### config.mk
export PLATFORM = sky130hd
export DESIGN_NAME = firebird7_in_gate1_tessent_sync_data_mux
export DESIGN_NICKNAME = d
export VERILOG_FILES = /design/src/rtl/firebird7_in_gate1_tessent_data_mux_pkg.sv /design/src/rtl/firebird7_in_gate1_tessent_data_mux_lane.sv /design/src/rtl/firebird7_in_gate1_tessent_sync_data_mux.sv
export SDC_FILE = /design/constraint.sdc
export NUM_CORES = 1
export LEC_CHECK = 0
export BUFFER_PORTS_ARGS = -buffer_cell sky130_fd_sc_hd__buf_2
export CORE_UTILIZATION = 35
export CTS_BUF_LIST = sky130_fd_sc_hd__clkbuf_2
export CTS_CLUSTER_DIAMETER = 200
export DETAILED_ROUTE_END_ITERATION = 10
export PLACE_DENSITY = 0.58
export SLEW_MARGIN = 20
export SYNTH_ARGS = -nofsm -noshare
export SYNTH_HDL_FRONTEND = slang
export SYNTH_HIERARCHICAL = 1
export SYNTH_SLANG_ARGS = --single-unit
### constraint.sdc
create_clock -name ijtag_tck -period 1.4 [get_ports ijtag_tck]
set_input_delay 0.07 -clock ijtag_tck [delete_from_list [all_inputs] [get_ports ijtag_tck]]
set_output_delay 0.07 -clock ijtag_tck [all_outputs]
set_load 0.02 [all_outputs]
### src/rtl/firebird7_in_gate1_tessent_data_mux_pkg.sv
// Shared types and constants for the gate1 IJTAG/functional data mux.
// Holds the per-lane state encoding and the settle-counter width.
package firebird7_in_gate1_tessent_data_mux_pkg;

    typedef enum logic [1:0] {
        FUNC   = 2'd0,
        HOLD_I = 2'd1,
        IJTAG  = 2'd2,
        HOLD_F = 2'd3
    } mux_state_e;

    localparam int CNT_W = 4;

    function automatic logic is_hold(input mux_state_e s);
        return (s == HOLD_I) || (s == HOLD_F);
    endfunction

endpackage

### src/rtl/firebird7_in_gate1_tessent_data_mux_lane.sv
// One mux lane: switchover FSM, hold register, settle down-counter and output select.
//
// state  | meaning
// FUNC   | functional data passed straight through
// HOLD_I | output frozen on hreg, heading to IJTAG
// IJTAG  | IJTAG data passed straight through
// HOLD_F | output frozen on hreg, heading back to functional
module firebird7_in_gate1_tessent_data_mux_lane
    import firebird7_in_gate1_tessent_data_mux_pkg::*;
#(
    parameter int WIDTH         = 3,
    parameter int SETTLE_CYCLES = 2
) (
    input  logic             i_clk,
    input  logic             i_rst_n,
    input  logic             i_sel,
    input  logic [WIDTH-1:0] i_func,
    input  logic [WIDTH-1:0] i_ijtag,
    output logic [WIDTH-1:0] o_data,
    output logic             o_busy
);

    localparam logic [CNT_W-1:0] CNT_LOAD = CNT_W'(SETTLE_CYCLES - 1);

    mux_state_e       r_state;
    mux_state_e       w_state_nxt;
    logic [WIDTH-1:0] r_hreg;
    logic [WIDTH-1:0] w_hreg_nxt;
    logic [CNT_W-1:0] r_cnt;
    logic [CNT_W-1:0] w_cnt_nxt;

    always_ff @(posedge i_clk or negedge i_rst_n) begin
        if (!i_rst_n) begin
            r_state <= FUNC;
            r_hreg  <= '0;
            r_cnt   <= '0;
        end else begin
            r_state <= w_state_nxt;
            r_hreg  <= w_hreg_nxt;
            r_cnt   <= w_cnt_nxt;
        end
    end

    // A select flip during a hold aborts back to the source we came from.
    always_comb begin
        w_state_nxt = r_state;
        w_hreg_nxt  = r_hreg;
        w_cnt_nxt   = r_cnt;
        case (r_state)
            FUNC: begin
                if (i_sel) begin
                    w_state_nxt = HOLD_I;
                    w_hreg_nxt  = i_func;
                    w_cnt_nxt   = CNT_LOAD;
                end
            end
            HOLD_I: begin
                if (!i_sel) begin
                    w_state_nxt = FUNC;
                end else if (r_cnt != '0) begin
                    w_cnt_nxt = r_cnt - CNT_W'(1);
                end else begin
                    w_state_nxt = IJTAG;
                end
            end
            IJTAG: begin
                if (!i_sel) begin
                    w_state_nxt = HOLD_F;
                    w_hreg_nxt  = i_ijtag;
                    w_cnt_nxt   = CNT_LOAD;
                end
            end
            HOLD_F: begin
                if (i_sel) begin
                    w_state_nxt = IJTAG;
                end else if (r_cnt != '0) begin
                    w_cnt_nxt = r_cnt - CNT_W'(1);
                end else begin
                    w_state_nxt = FUNC;
                end
            end
            default: w_state_nxt = FUNC;
        endcase
    end

    always_comb begin
        o_data = r_hreg;
        case (r_state)
            FUNC:    o_data = i_func;
            IJTAG:   o_data = i_ijtag;
            default: o_data = r_hreg;
        endcase
    end

    assign o_busy = is_hold(r_state);

endmodule

### src/rtl/firebird7_in_gate1_tessent_sync_data_mux.sv
// NUM_CH-lane IJTAG/functional data mux with per-lane sequenced switchover.
// Optional capture register enabled by defining FIREBIRD7_DATA_MUX_CAPTURE_EN.
module firebird7_in_gate1_tessent_sync_data_mux
    import firebird7_in_gate1_tessent_data_mux_pkg::*;
#(
    parameter int WIDTH         = 3,
    parameter int NUM_CH        = 4,
    parameter int SETTLE_CYCLES = 2
) (
    input  logic                    ijtag_tck,
    input  logic                    ijtag_reset,
    input  logic [NUM_CH-1:0]       ijtag_select,
    input  logic [NUM_CH*WIDTH-1:0] functional_data_in,
    input  logic [NUM_CH*WIDTH-1:0] ijtag_data_in,
    output logic [NUM_CH*WIDTH-1:0] data_out,
    output logic [NUM_CH-1:0]       switch_busy,
    output logic                    all_settled
`ifdef FIREBIRD7_DATA_MUX_CAPTURE_EN
    ,
    input  logic                    capture_en,
    output logic [NUM_CH*WIDTH-1:0] capture_data
`endif
);

    if (WIDTH < 1 || NUM_CH < 1 || SETTLE_CYCLES < 1 || SETTLE_CYCLES > 15) begin : g_bad_param
        $fatal(1, "data_mux: illegal parameters WIDTH=%0d NUM_CH=%0d SETTLE_CYCLES=%0d",
               WIDTH, NUM_CH, SETTLE_CYCLES);
    end

    logic [WIDTH-1:0] w_lane_data [NUM_CH];
    logic             w_lane_busy [NUM_CH];

    for (genvar c = 0; c < NUM_CH; c++) begin : g_lane
        firebird7_in_gate1_tessent_data_mux_lane #(
            .WIDTH         (WIDTH),
            .SETTLE_CYCLES (SETTLE_CYCLES)
        ) u_lane (
            .i_clk   (ijtag_tck),
            .i_rst_n (ijtag_reset),
            .i_sel   (ijtag_select[c]),
            .i_func  (functional_data_in[c*WIDTH +: WIDTH]),
            .i_ijtag (ijtag_data_in[c*WIDTH +: WIDTH]),
            .o_data  (w_lane_data[c]),
            .o_busy  (w_lane_busy[c])
        );
    end

    always_comb begin
        data_out    = '0;
        switch_busy = '0;
        for (int c = 0; c < NUM_CH; c++) begin
            data_out[c*WIDTH +: WIDTH] = w_lane_data[c];
            switch_busy[c]             = w_lane_busy[c];
        end
    end

    assign all_settled = ~|switch_busy;

`ifdef FIREBIRD7_DATA_MUX_CAPTURE_EN
    logic [NUM_CH*WIDTH-1:0] r_capture;

    always_ff @(posedge ijtag_tck or negedge ijtag_reset) begin
        if (!ijtag_reset) begin
            r_capture <= '0;
        end else if (capture_en) begin
            r_capture <= data_out;
        end
    end

    assign capture_data = r_capture;
`endif

endmodule

* Word level (Yosys, flattened, before mapping)
Index checks and enable logic that the tools add are counted.
** Word-level totals
- Logic and storage cells :: 150
- Register bits after elaboration :: 36
- Output and inout bits :: 17
- Bits of input ports :: 30
** Cells by class
- Add/subtract/negate cells :: 4
- Equal/unequal tests :: 36
- Reductions and logical operators :: 30
- Multiplexer cells :: 68
** Operators by type and width (number)
- 4-bit 2-to-1 mux :: 20
- 4-bit case mux with 4 select lines :: 4
- 2-bit 2-to-1 mux :: 24
- 3-bit case mux with 2 select lines :: 8
- 2-bit inequality test, second input constant :: 16
- 2-bit case mux with 4 select lines :: 4
- 4-bit AND reduction :: 8
- 3-bit 2-to-1 mux :: 8
- 3-bit inequality test, second input constant :: 8
- 2-bit == test, second input constant :: 8
- 4-bit nonzero test :: 4
- 4-bit by 1-bit subtractor with 4-bit output, second input constant :: 4
- 3-bit AND reduction :: 4
- 2-bit by 1-bit == test with 1-bit output, second input constant :: 4
- 2-bit zero test :: 4
- 2-bit nonzero test :: 4
- 1-bit logical OR :: 4
- 4-bit OR reduction :: 1
- 1-bit zero test :: 1

* Logic depth before layout (Yosys ltp)
Gate-level depths: netlist of run 1.
- Depth in word-level cells :: 4
- Mapped depth :: 5
- Mapped depth without buffers :: 5

* By module
Netlist of run 1, hierarchy kept.
** Modules (own cells, without submodules)
- firebird7_in_gate1_tessent_data_mux_lane :: cells an instance 53, instances 4, area an instance 549.3 um2, seq. area each 225.2 um2
- firebird7_in_gate1_tessent_sync_data_mux :: cells an instance 1, instances 1, area an instance 12.5 um2, seq. area each 0.0 um2

* Least setup slack after synthesis of run 1
Ideal clock, no wire load.
- Path type :: register to register
- From :: reg g_lane[0].u_lane.r_cnt[0]
- To :: reg g_lane[0].u_lane.r_cnt[2]
- Path buffers :: 0
- Clock period less this slack :: 1.350 ns
- Stages on the path, launching flop included :: 6
- Required time :: 1.308 ns
- Setup slack :: 0.050 ns
- Setup time :: 0.092 ns
- Arrival time :: 1.258 ns
- Cell sequence :: dfrtp_1 > inv_1 > ha_1 > and4bb_4 > or2_1 > o31ai_2
** On the way
- Longest elaborated chain between the ends :: 4
- Elaborated cells between the ends (all ways) :: 6
- Classes of those cells :: 1 x add/sub; 4 x mux; 1 x reduce/logical
** RTL lines
- from (decl) :: RTL line firebird7_in_gate1_tessent_data_mux_lane.sv:29 : logic [CNT_W-1:0] r_cnt;
- from (signal assigned) :: RTL line firebird7_in_gate1_tessent_data_mux_lane.sv:40 : r_cnt <= w_cnt_nxt;
- 4-bit by 1-bit subtractor with 4-bit output or 4-bit nonzero test (tied branches)
- 4-bit 2-to-1 mux * :: RTL line firebird7_in_gate1_tessent_data_mux_lane.sv:60, firebird7_in_gate1_tessent_data_mux_lane.sv:76
- 4-bit 2-to-1 mux (on tied branches) :: RTL line firebird7_in_gate1_tessent_data_mux_lane.sv:74, firebird7_in_gate1_tessent_data_mux_lane.sv:58
- 4-bit case mux with 4 select lines * :: RTL line firebird7_in_gate1_tessent_data_mux_lane.sv:49 : case (r_state)
Mark *: on every way between the ends. The rest lies on a longest branch, timed or not. The select of a mux whose other input is x is not followed.
A chain may end at the register's enable or synchronous reset.

* Worst setup path in the final report of run 1
- From :: reg g_lane[0].u_lane.r_state[0]
- To :: out all_settled
** On the way
- Longest elaborated chain between the ends :: 4
- Elaborated cells between the ends (all ways) :: 5
- Classes of those cells :: 2 x eq/ne; 3 x reduce/logical
** RTL lines
- from (decl) :: RTL line firebird7_in_gate1_tessent_data_mux_lane.sv:25 : mux_state_e r_state;
- from (signal assigned) :: RTL line firebird7_in_gate1_tessent_data_mux_lane.sv:38 : r_state <= w_state_nxt;
- 2-bit by 1-bit == test with 1-bit output or 2-bit == test (tied branches) :: RTL line firebird7_in_gate1_tessent_data_mux_pkg.sv:15 : return (s == HOLD_I) || (s == HOLD_F);
- 1-bit logical OR * :: RTL line firebird7_in_gate1_tessent_data_mux_pkg.sv:15
- 4-bit OR reduction * :: RTL line firebird7_in_gate1_tessent_sync_data_mux.sv:57 : assign all_settled = ~|switch_busy;
- 1-bit zero test * :: RTL line firebird7_in_gate1_tessent_sync_data_mux.sv:57
- to (decl) :: RTL line firebird7_in_gate1_tessent_sync_data_mux.sv:17 : output logic all_settled
Mark *: on every way between the ends. The rest lies on a longest branch, timed or not.

==> results.txt, run 1 <==
ANT nets after route = 0
GP Congestion = 0.7266
drt first-iter violations = 123
Initial Util = 36.88%
post-route cell area = 0.003411 mm2
NumNets Final = 356
largest net degree at the start of global routing = 37
Ant. Diodes = 0
routed wire length = 5608 um
syn nets = 251
Yosys top cell area share = 40.77%
Hold Path Sink = g_lane[2].u_lane/r_hreg[2]
final hold violation count = 0
Crit-path slowest cell = dfrtp_1
DP Worst Slack = -66.87 ps
clock root cell = clkbuf_2
Cell Area, Synth = 0.002210 mm2
Hold Path Cell Cnt = 3
GRT Total Usage = 16.45%
Finish-stage setup viols = 17
max_slew headroom = 75.14%
clock skew = 8.356 ps
Hold Path Origin = functional_data_in[8]
post-DR vias/cell = 5.107
Die Wd = 81.46 um
CTS H-tree depth = 2
Crit Path Category = flip-flop to output port
Port Buffers = 46
Worst Tran Pin Value = 369.8 ps
first-pass GRT wire length = 8335 um
failing checks = negative setup slack
CTS tree = done
wire per inst = 14.23 um
crit end category = output port
antenna violations before repair = 0
status = finished with violations
total CTS buffers = 5
worst endpoint data arrival time = 1410 ps
multiplexer share of the synthesized area = 7.475%
worst hold path type = input pin to flip-flop
peak per-stage delay on the critical path = 450 ps
Synth area leader = dfrtp_1
num rows = 28
Syn Area/Cell = 10.37 um2
Post-Place Cell Area = 0.002614 mm2
post-synthesis register bit count = 36
via count = 2012
Clock Path Buffers = 2
post-synthesis adder-cell area fraction = 4.530%
Synth Area in Compound Gates = 23.33%
CTS clk-pin slew, worst paths = 180 ps
Cell Pwr Density = 2275 mW/mm2
Tot Pwr = 7.760 mW
layout cells sized above 1 = 51.72%
P&R area growth vs syn = 54.36%
most common library cell in the layout ignoring fill and taps = buf_4
Worst R2R Path Depth = 5
Slew Viols, Final = 0
DRT Pass-1 Iters = 6
core area = 0.005991 mm2
post-detail-place hpwl = 3167 um
Critical R2R Launch = g_lane[3].u_lane/r_cnt[0]
Yosys warning total = 6
Post-Route Setup TNS = -519.3 ps
Cell variety after synth = 23
# DRC = 0
Fillers = 511
Synth Area in Simple Gates = 16.19%
worst-path cell chain = buf_6 -> nor4_4 -> buf_4
Syn Inst Count = 213
io pins = 47
Post-Synth XOR/XNOR Area = 2.945%
Tmin final = 1480 ps
vias in the first global route = 1816
RSZ-0062 raised after global routing = yes
Die ar. = 0.006635 mm2
top cells by area, synth = dfrtp_1 41%, o22a_1 9.5%, mux2i_1 5.4%
final worst slack = -80.40 ps
Final period util = 105.7%
die extent in y = 81.46 um
Seq/Total Area, Yosys = 40.77%
Register-to-Register Setup Slack = -50 ps
Worst Path Max Fanout = 7
max-cap viol count = 0
clk sink count = 36
LEAKAGE = 1.544 nW
highest clock rate = 675.5 MHz
type of origin of the critical path = flip-flop
largest family of logic cells by synthesized area = compound AO/OA/AOI/OAI gates
global route overflow = 0
VDD IR-drop max = 1.100 mV
most frequent cells in the layout = 46 x buf_4, 32 x dfrtp_1, 32 x buf_2, 24 x o22a_1, 20 x nand2_1
Req. time, crit path = 1330 ps
clock latency on the worst-skew pair = 390 ps
Reg-to-Reg End = g_lane[3].u_lane/r_cnt[2]
-- critical path: cells and delay by family, from the launching register on --
family	cells	cell delay, ps
flops	1	450
buf+inv	2	330
simple gates	1	240
-- how the worst max path moves through the flow --
stage / start / end / slack [ps] / cells past startpoint
finish: g_lane[0].u_lane/r_state[0] / all_settled / -80 / 3
global route: flip-flop / data_out[10] / -200 / 4
CTS: flip-flop / data_out[9] / -90 / 4
detailed placement: g_lane[0].u_lane/r_cnt[0] / g_lane[0].u_lane/r_cnt[1] / -70 / 5
global placement: g_lane[1].u_lane/r_cnt[0] / g_lane[1].u_lane/r_cnt[2] / -20 / 5
floorplan: g_lane[0].u_lane/r_cnt[0] / g_lane[0].u_lane/r_cnt[2] / 50 / 5
-- Yosys cell counts, drive strengths merged --
cell type / instances
or2: 4
or4: 4
ha: 8
inv: 12
nor2: 4
nor2b: 4
o22a: 24
nand2b: 12
mux2i: 12
and4bb: 4
nor4: 1
o21ai: 24
a21oi: 4
nand2: 20
buf: 4
o31ai: 12
a22o: 4
xnor2: 4
clkbuf: 8
dfrtp: 36
nor3: 4
mux2: 4
-- logic make-up after synthesis --
logic type / Yosys count
and+or+nand+nor: 57
buffers and inverters: 24
AOI/OAI and AO/OA: 68
DFF: 36
muxes: 16
xor gates and xnor gates: 4
adders and majority gates: 8
-- report_power, final --
part | total (mW) | leakage [nW] | internal [mW] | switching [mW]
combinational | 5.44 | 1.09 | 2.92 | 2.52
sequential | 1.85 | 0.423 | 1.48 | 0.368
clock | 0.464 | 0.0302 | 0.112 | 0.352
total | 7.76 | 1.54 | 4.52 | 3.24
-- stage by stage --
stage | utilization, % | cells | hold slack [ps]
finish | 56.93 | 394 | 19.12
global route | 56.93 | 394 | 3.443
CTS | 50.23 | 378 | 0.4794
detailed placement | 43.63 | 339 | 51.04
global placement | 43.63 | 339 | 57.43
floorplan | - | 213 | -225.6
-- area by class of cell --
| type | instances | area [um2] | share of cell area [%] |
|---|---|---|---|
| clock inverters | 3 | 13.76 | 0.4035 |
| repair buffers | 110 | 883.3 | 25.90 |
| flip-flops and latches | 36 | 905.9 | 26.56 |
| well taps | 75 | 93.84 | 2.751 |
| clock buffers | 5 | 25.02 | 0.7337 |
| inverters | 12 | 45.04 | 1.321 |
| multi-input cells | 153 | 1444 | 42.33 |
-- timing repair --
item,4_1_cts,5_1_grt
hold endpoints to repair,45,1
endpoints found under the setup margin,24,46
cloned,1,1
gates resized for setup,47,58
setup buffers,20,14
pin swaps,17,23
hold buffers,10,1
-- layer usage --
| layer | share of wire [%] | track usage (%) | vias up | wire (um) |
|---|---|---|---|---|
| li1 | - | - | 987 | - |
| met1 | 45 | 21.65 | 969 | 2507 |
| met2 | 50 | 26.83 | 50 | 2808 |
| met3 | 4.1 | 2.778 | 6 | 228 |
| met4 | 1.1 | 6.429 | 0 | 63 |
| met5 | 0 | 0 | - | 0 |
(Power assumes the default switching activity.)
==> run 2: changes to the inputs <==
--- a/config.mk
+++ b/config.mk
@@ -10,7 +10,7 @@
 export CTS_BUF_LIST = sky130_fd_sc_hd__clkbuf_2
 export CTS_CLUSTER_DIAMETER = 200
 export DETAILED_ROUTE_END_ITERATION = 10
-export PLACE_DENSITY = 0.58
+export PLACE_DENSITY = 0.56
 export SLEW_MARGIN = 20
 export SYNTH_ARGS = -nofsm -noshare
 export SYNTH_HDL_FRONTEND = slang
==> constraint.sdc (replaced) <==
create_clock -name ijtag_tck -period 1.6 [get_ports ijtag_tck]
set_input_delay 0.08 -clock ijtag_tck [delete_from_list [all_inputs] [get_ports ijtag_tck]]
set_output_delay 0.08 -clock ijtag_tck [all_outputs]
set_load 0.02 [all_outputs]
==> run 2 against run 1 <==
  * The run now ends clean
  * Flip-flop and latch count unchanged
  * Wire length down 27%
  * Sequential share of layout area up 8.0 points
==> results.txt, run 2 (synthesized netlist as in run 1, its figures left out) <==
num rows = 28 (unchanged)
Final period util = 93.18%
P&R area growth vs syn = 18.69%
net switching power = 2.156 mW (-33%)
most common library cell in the layout ignoring fill and taps = buf_2
NumNets Final = 302 (-15%)
vias in the first global route = 1587 (-13%)
Tmin final = 1491 ps
RSZ-0062 raised after global routing = no
Worst Tran Pin Value = 338.9 ps (-30.91 ps)
global route overflow = 0 (unchanged)
worst hold path type = input pin to flip-flop
# DRC = 0 (unchanged)
Post-Route Setup TNS = 0 ps (+519.3 ps)
Register-to-Register Setup Slack = 110 ps (+160 ps)
Clock Path Buffers = 2 (unchanged)
CTS tree = done
die extent in y = 81.46 um (unchanged)
clock root cell = clkbuf_2
ANT nets after route = 0 (unchanged)
multi-input logic area = 0.001212 mm2 (-16%)
Initial Util = 36.88% (unchanged)
Worst R2R Path Depth = 5 (unchanged)
grt met1 use = 17.03% (-4.6 points)
LEAKAGE = 1.181 nW (-23%)
first-pass GRT wire length = 6955 um (-17%)
routed wire length = 4069 um (-27%)
Die Wd = 81.46 um (unchanged)
Port Buffers = 46 (unchanged)
Hold Path Origin = functional_data_in[9]
sequential power share = 35.3% (+11 points)
clock share of power = 7.8% (+1.8 points)
switching share of power = 44.82% (+3.0 points)
post-DR vias/cell = 5.088 (-0.35%)
largest net degree at the start of global routing = 37 (unchanged)
Finish-stage setup viols = 0 (-17)
drt first-iter violations = 63 (-49%)
total CTS buffers = 5 (unchanged)
Hold Path Cell Cnt = 3 (unchanged)
Internal = 2.654 mW (-41%)
Worst Path Max Fanout = 15 (+8)
Cell Pwr Density = 1834 mW/mm2 (-19%)
grt met2 use = 22.42% (-4.4 points)
Fin Hold WS = 42.35 ps (+23.23 ps)
antenna violations before repair = 0 (unchanged)
GP Congestion = 0.8153 (+12%)
Reg-to-Reg End = g_lane[1].u_lane/r_cnt[2]
clock latency on the worst-skew pair = 370 ps (-20 ps)
Gate power share = 56.9% (-13 points)
via count = 1725 (-14%)
gr busiest metal = met2
met3 usage = 3.111% (+0.33 points)
Req. time, crit path = 1520 ps (+190 ps)
max-cap viol count = 0 (unchanged)
status = completed
Die ar. = 0.006635 mm2 (unchanged)
CTS clk-pin slew, worst paths = 180 ps (about the same)
type of origin of the critical path = flip-flop
highest clock rate = 670.8 MHz
VDD IR-drop max = 0.8462 mV (-23%)
post-detail-place hpwl = 2945 um (-7.0%)
GRT Total Usage = 13.53% (-2.9 points)
clk sink count = 36 (unchanged)
Critical R2R Launch = g_lane[1].u_lane/r_cnt[0]
crit end category = output port
core area = 0.005991 mm2 (unchanged)
Slew Viols, Final = 0 (unchanged)
wire per inst = 12.00 um (-16%)
layout cells sized above 1 = 32.20% (-20 points)
Ant. Diodes = 0 (unchanged)
most frequent cells in the layout = 45 x buf_2, 32 x dfrtp_1, 24 x o21ai_0, 24 x o22a_1, 20 x nand2_1
DRT Pass-1 Iters = 4 (-2)
Hold Path Sink = g_lane[3].u_lane/r_hreg[0]
final hold violation count = 0 (unchanged)
worst endpoint data arrival time = 1410 ps (about the same)
max_slew headroom = 77.30% (+2.2 points)
clock skew = 13.09 ps (+4.730 ps)
Fillers = 592 (+16%)
CTS H-tree depth = 2 (unchanged)
Crit Path Category = flip-flop to output port
Register Area = 905.9 um2 (unchanged)
io pins = 47 (unchanged)
==> run 2: worst max path at each step <==
stage                                      to  cells after the start                         from
global route                      data_out[0]                      4  g_lane[0].u_lane/r_state[0]
CTS                               all_settled                      3  g_lane[3].u_lane/r_state[0]
finish                            data_out[3]                      3  g_lane[1].u_lane/r_state[0]
global placement    g_lane[1].u_lane/r_cnt[2]                      5    g_lane[1].u_lane/r_cnt[0]
detailed placement  g_lane[0].u_lane/r_cnt[2]                      5    g_lane[0].u_lane/r_cnt[0]
floorplan           g_lane[0].u_lane/r_cnt[2]                      5    g_lane[0].u_lane/r_cnt[0]
==> run 2: per-layer routing <==
| metal | wire, um | vias up |
|---|---|---|
| met5 | 0 | - |
| met1 | 1945 | 802 |
| met4 | 55 | 0 |
| met2 | 1891 | 37 |
| li1 | - | 879 |
| met3 | 177 | 7 |
==> run 2: final cells by class <==
type,count,share of cell area (%)
clock buffer,5,0.9542
sequential,36,34.54
multi-input combinational,153,46.23
tap,75,3.578
timing repair buffer,56,12.69
inverter,12,1.718
clock inverter,2,0.2863
==> run 2: stage by stage <==
step | instance area, um2 | worst slack, ps | utilization [%] | instances | power [mW]
6_report | 2623 | 109.2 | 43.78 | 339 | 4.810
5_1_grt | 2623 | 5.615 | 43.78 | 339 | 5.251
4_1_cts | 2606 | 22.17 | 43.50 | 339 | 4.846
2_1_floorplan | 2210 | 250.3 | - | 213 | 3.788
3_5_place_dp | 2524 | 149.2 | 42.13 | 327 | 4.445
3_3_place_gp | 2524 | 195.6 | 42.13 | 327 | 4.438
==> run 2: critical path, cell delays in order (launching register included) <==
cell and delay [ps]:
dfrtp_2 480, buf_4 200, o21ai_0 180, buf_2 190
==> run 2: power by group through the flow <==
stage / Clock (mW) / Combinational [mW] / Sequential [mW]
after floorplan: 0 / 2.24 / 1.55
final: 0.374 / 2.74 / 1.70
after global placement: 0 / 2.73 / 1.71
after detailed placement: 0 / 2.74 / 1.70
after CTS: 0.407 / 2.76 / 1.68
after global routing: 0.433 / 3.05 / 1.76
==> run 2: repair_timing <==
item,4_1_cts,5_1_grt
hold endpoints to repair,40,0
hold buffers,5,0
gates resized for setup,0,6
setup buffers,0,0
endpoints found under the setup margin,0,6
